--- src/rtl/tp84_sn_write_sched.sv ---
// tp84_sn_write_sched
//   Write scheduler for the three SN76489 chips on the TP84 sound board. Byte writes tagged
//   with a target chip are queued in a small FIFO and then sequenced, one at a time, through
//   the shared data latch and the per-chip CE/WE/READY handshake.
//
// Ports
//   clk_49m    system clock
//   reset      asynchronous active-high reset
//   wr_req     one-cycle write request
//   wr_chip    target chip (0=E5, 1=E6, 2=E7, 3 invalid)
//   wr_data    byte for the selected SN76489
//   fifo_full  FIFO holds DEPTH entries
//   busy       FIFO non-empty or sequencer not idle
//   sn_D       shared data bus to all chips
//   sn_ce_n    per-chip chip enable, active low
//   sn_we_n    per-chip write enable, active low
//   sn_ready   per-chip READY, high = idle
//   err_ovf    sticky: request dropped, FIFO full
//   err_chip   sticky: request with invalid chip dropped
//   err_tmo    sticky: READY did not return in time
//   err_clr    clears the sticky error flags
module tp84_sn_write_sched #(
    parameter int unsigned DEPTH      = 4,
    parameter int unsigned STROBE_MAX = 8,
    parameter int unsigned TIMEOUT    = 2048
) (
    input  logic       clk_49m,
    input  logic       reset,
    input  logic       wr_req,
    input  logic [1:0] wr_chip,
    input  logic [7:0] wr_data,
    output logic       fifo_full,
    output logic       busy,
    output logic [7:0] sn_D,
    output logic [2:0] sn_ce_n,
    output logic [2:0] sn_we_n,
    input  logic [2:0] sn_ready,
    output logic       err_ovf,
    output logic       err_chip,
    output logic       err_tmo,
    input  logic       err_clr
);

    localparam int unsigned PW = $clog2(DEPTH);
    localparam int unsigned SW = (STROBE_MAX > 1) ? $clog2(STROBE_MAX) : 1;
    localparam int unsigned TW = (TIMEOUT > 1) ? $clog2(TIMEOUT) : 1;

    localparam logic [PW:0]   FullCount  = (PW + 1)'(DEPTH);
    localparam logic [SW-1:0] StrobeLast = SW'(STROBE_MAX - 1);
    localparam logic [TW-1:0] TmoLast    = TW'(TIMEOUT - 1);

    typedef enum logic [2:0] {
        StIdle,
        StSetup,
        StStrobe,
        StWaitRdy,
        StRelease
    } state_t;

    state_t state;

    // FIFO storage: {chip, data}
    logic [9:0]    mem [DEPTH];
    logic [PW-1:0] wr_ptr;
    logic [PW-1:0] rd_ptr;
    logic [PW:0]   count;
    logic [9:0]    head;

    logic          chip_bad;
    logic          push;
    logic          pop;

    logic [1:0]    chip;
    logic [2:0]    chip_mask;
    logic          ready_sel;
    logic [SW-1:0] strb_cnt;
    logic [TW-1:0] tmo_cnt;

    assign fifo_full = (count == FullCount);
    assign busy      = (count != '0) || (state != StIdle);
    assign head      = mem[rd_ptr];

    assign chip_bad  = wr_req && (wr_chip == 2'd3);
    // Full is judged on the registered count, so a same-cycle pop never makes room.
    assign push      = wr_req && !chip_bad && !fifo_full;
    assign pop       = (state == StIdle) && (count != '0);

    assign chip_mask = 3'b001 << chip;
    assign ready_sel = |(sn_ready & chip_mask);

    // ------------------------------------------------------------------ FIFO
    always_ff @(posedge clk_49m) begin
        if (push) begin
            mem[wr_ptr] <= {wr_chip, wr_data};
        end
    end

    always_ff @(posedge clk_49m or posedge reset) begin
        if (reset) begin
            wr_ptr   <= '0;
            rd_ptr   <= '0;
            count    <= '0;
            err_ovf  <= 1'b0;
            err_chip <= 1'b0;
        end else begin
            if (push) begin
                wr_ptr <= wr_ptr + 1'b1;
            end
            if (pop) begin
                rd_ptr <= rd_ptr + 1'b1;
            end
            case ({push, pop})
                2'b10:   count <= count + 1'b1;
                2'b01:   count <= count - 1'b1;
                default: ;
            endcase
            // A new error in the same cycle as err_clr keeps the flag set.
            err_ovf  <= (wr_req && !chip_bad && fifo_full) || (err_ovf && !err_clr);
            err_chip <= chip_bad || (err_chip && !err_clr);
        end
    end

    // ------------------------------------------------------------------ sequencer
    always_ff @(posedge clk_49m or posedge reset) begin
        if (reset) begin
            state    <= StIdle;
            sn_D     <= 8'h00;
            sn_ce_n  <= 3'b111;
            sn_we_n  <= 3'b111;
            chip     <= 2'd0;
            strb_cnt <= '0;
            tmo_cnt  <= '0;
            err_tmo  <= 1'b0;
        end else begin
            if (err_clr) begin
                err_tmo <= 1'b0;
            end
            unique case (state)
                StIdle: begin
                    if (count != '0) begin
                        sn_D  <= head[7:0];
                        chip  <= head[9:8];
                        state <= StSetup;
                    end
                end
                StSetup: begin
                    sn_ce_n  <= ~chip_mask;
                    sn_we_n  <= ~chip_mask;
                    strb_cnt <= '0;
                    state    <= StStrobe;
                end
                StStrobe: begin
                    if (!ready_sel) begin
                        tmo_cnt <= '0;
                        state   <= StWaitRdy;
                    end else if (strb_cnt == StrobeLast) begin
                        // Chip never signalled busy: treat the write as taken.
                        sn_ce_n <= 3'b111;
                        sn_we_n <= 3'b111;
                        state   <= StRelease;
                    end else begin
                        strb_cnt <= strb_cnt + 1'b1;
                    end
                end
                StWaitRdy: begin
                    if (ready_sel) begin
                        sn_ce_n <= 3'b111;
                        sn_we_n <= 3'b111;
                        state   <= StRelease;
                    end else if (tmo_cnt == TmoLast) begin
                        err_tmo <= 1'b1;
                        sn_ce_n <= 3'b111;
                        sn_we_n <= 3'b111;
                        state   <= StRelease;
                    end else begin
                        tmo_cnt <= tmo_cnt + 1'b1;
                    end
                end
                StRelease: begin
                    // sn_D is left untouched for data hold.
                    state <= StIdle;
                end
                default: begin
                    state <= StIdle;
                end
            endcase
        end
    end

endmodule

--- config.mk ---
export PLATFORM = sky130hd
export DESIGN_NAME = tp84_sn_write_sched
export DESIGN_NICKNAME = d
export VERILOG_FILES = /design/src/rtl/tp84_sn_write_sched.sv
export SDC_FILE = /design/constraint.sdc
export NUM_CORES = 1
export LEC_CHECK = 0
export ABC_CLOCK_PERIOD_IN_PS = 2000
export CAP_MARGIN = 0
export CELL_PAD_IN_SITES_DETAIL_PLACEMENT = 1
export CELL_PAD_IN_SITES_GLOBAL_PLACEMENT = 2
export CORE_MARGIN = 5
export CORE_UTILIZATION = 36
export DETAILED_ROUTE_END_ITERATION = 12
export GPL_TIMING_DRIVEN = 0
export PLACE_DENSITY = 0.79
export SETUP_SLACK_MARGIN = 0.02
export SLEW_MARGIN = 15
export SYNTH_ARGS = -nofsm -noshare
export SYNTH_HDL_FRONTEND = slang
export SYNTH_SLANG_ARGS = --single-unit
--- constraint.sdc ---
create_clock -name clk_49m -period 2 [get_ports clk_49m]
set_input_delay 0.4 -clock clk_49m [delete_from_list [all_inputs] [get_ports clk_49m]]
set_output_delay 0.4 -clock clk_49m [all_outputs]
set_load 0.05 [all_outputs]
==> metrics, run 1 <==
initial antenna violation count 0; # H-tree levels 3; Critical Path End Type flip-flop; Syn Inst Count 248; Starting Density 0.363; Clock Path Buffers 2; vias per inst between 4 and 5; status finished, violations left; Worst EP arrival 2270 ps; Final nets about 330; final HPWL from detailed placement 5090 um; achievable frequency 499 MHz; Design Area, Final approximately 4400 um^2; WP data required 2260 ps; RD Place Congestion 0.733; routed wire length 7360 um; Finish-stage setup viols 1; share of cells above drive strength 1 0.270; Synth top cells by count 40 x edfxtp_1, 37 x dfrtp_1, 20 x nand2_1; Die Area 11800 um^2; Fin Clk Skew 11.6 ps; die boundary height around 110 um; Worst Tran Pin Value about 660 ps; EDFF count, synth 40; largest net degree at the start of global routing 29; Util after Layout 0.454; Min Clock Period, post-route 2010 ps; syn nets 274; Root Buffer clkbuf_8; WL/cell 16.6 um; failing checks setup timing; Tot Pwr around 6.5 mW; Rows 36; pwr/cell area around 1500 nW/um^2; DR vias 2167; Slew Limit Fails 0; vias in the first global route 2307; Seq. cell area ~2200 um^2; Skew-Pair Late Insertion Delay roughly 350 ps; Clock Sink Count 80; Worst-path clk slew about 100 ps; Chip Width 109 um; core area 9640 um^2; placed cell area 4060 um^2; Yosys cell types 46; CP Max Fanout 3; crit share post-route 1.00; RSZ-0062 raised after global routing true; Worst setup SP type flip-flop; antenna viol nets, final 0; final worst setup slack -5.68 ps; Port-buffer cells 35; DRC 0; drt pass-1 iters 5; grt total ovfl 0; Slew Limit Headroom 0.560; crit path kind reg2reg; count leader, synth edfxtp_1; dominant cell type by area after synthesis edfxtp_1; ys async rst share 0.500; final-layout fill cell count 1024; Yosys reg bits 80; post-synthesis sequential area ratio 0.631; DP Worst Slack -710 ps; Synth area leaders edfxtp_1 34%, dfrtp_1 26%, mux4_2 6.4%; n_diodes 0; max_cap viols 0; post-synth top area share 0.343; Tot GR Track Use 0.136; wire length of the first global-routing pass 12200 um; Final Hold Viols 0; area occupied by multi-input gates 1230 um^2; Min-Delay Path Class in2async; Peak supply drop approximately 680 uV; number of CTS-inserted buffers 9; yosys warns 0; TritonCTS clock tree done; 1st-iter DRT viols a little under 100; # IOs 36; Leak Pwr 1.73 nW; synthesized area 3500 um^2; P&R area growth vs syn 25.1%; Most used DFF post-synth edfxtp_1; Hold Buf Count CTS 0; syn avg cell area 14.1 um^2
[final cells by class]
type	instances	area share
flip-flops and latches	80	0.505
multi-input cells	139	0.281
repair buffers	47	0.101
well taps	133	0.0380
clock buffers	9	0.0283
plain buffers	12	0.0177
inverters	17	0.0146
clock inverters	7	0.0143
[placed cells by master, fill, tap and decap left out, types with 5 or more instances in the layout]
cell type / count
nand3_1: 5
clkbuf_8: 9
clkdlybuf4s50_1: 22
buf_2: 5
nand2_1: 20
dlygate4sd2_1: 8
nand2b_1: 5
dfrtp_1: 33
buf_4: 14
ha_1: 7
nor2_1: 7
mux4_2: 10
edfxtp_1: 40
o21ai_0: 5
mux2i_1: 8
mux2_2: 12
inv_1: 15
[flip-flops by register name, indices dropped and copies added (netlist names)]
name,flops
count,3
err_chip,1
sn_we_n,3
strb_cnt,3
rd_ptr,2
mem,40
state,3
err_tmo,1
sn_D,8
err_ovf,1
tmo_cnt,11
chip,2
wr_ptr,2
[routing by layer]
metal  share of wire  global-route usage  wire length, um  up-vias
li1                -                   -                -     1013
met1            0.47               0.191             3450     1107
met3           0.033              0.0263              242        6
met5               0                   0                0        -
met2            0.48               0.211             3560       41
met4           0.015              0.0487              107        0
[cells by family (layout without fill, tap and decap cells)]
group,Yosys count,in the layout,share of synthesized area
adders and majority gates,9,9,0.0343
muxes,31,31,0.129
xor gates and xnor gates,6,6,0.0150
and+or+nand+nor,70,70,0.109
DFF,80,80,0.631
AOI/OAI and AO/OA,23,23,0.0451
buffers and inverters,29,92,0.0376
[power breakdown]
| group | switching, mW | internal (mW) | leakage, nW |
|---|---|---|---|
| Clock | 0.661 | 0.480 | 0.0980 |
| Sequential | 0.305 | 2.19 | 0.863 |
| Combinational | 1.61 | 1.28 | 0.770 |
| Total | 2.57 | 3.95 | 1.73 |
[worst max-delay path, stage by stage (launching register included)]
cell and delay, ps:
dfrtp_2 430, nor3_4 70, nor4_4 340, buf_6 160, ha_4 130, inv_2 30
fa_2 320, xor2_1 140, nor2_1 120, xor2_1 170
[path summary, 6_finish.rpt]
path,start,to,slack [ps],cells after the start
worst max-delay path,count[2],count[2],-6,9
worst min-delay path,reset,tmo_cnt[5],300,2
worst max register to register,count[2],count[2],-6,9
worst min register to register,sn_we_n[1],sn_we_n[1],470,2
max in group asynchronous,reset,chip[0],1210,3
min in group clk_49m,sn_we_n[1],sn_we_n[1],470,2
[metrics by stage]
step	hold WS [ps]	instances	TNS [ps]
after floorplan	463	248	-0.0466
after global placement	458	416	-36950
after detailed placement	464	417	-26340
after CTS	304	438	-83.6
after global routing	317	444	-139
final	303	444	-5.68
[timing repair]
| action | CTS | global route |
|---|---|---|
| pin swaps | 4 | 6 |
| resized for setup | 18 | 18 |
| setup buffers | 5 | 6 |
| setup endpoints to repair | 50 | 17 |
(Power assumes the default switching activity.)
==> run 2, diff against run 1 <==
Settings changed: HOLD_SLACK_MARGIN from default to 0.12.
==> results of run 2 <==
The final DEF is identical to that of run 1; final timing and power are the same.
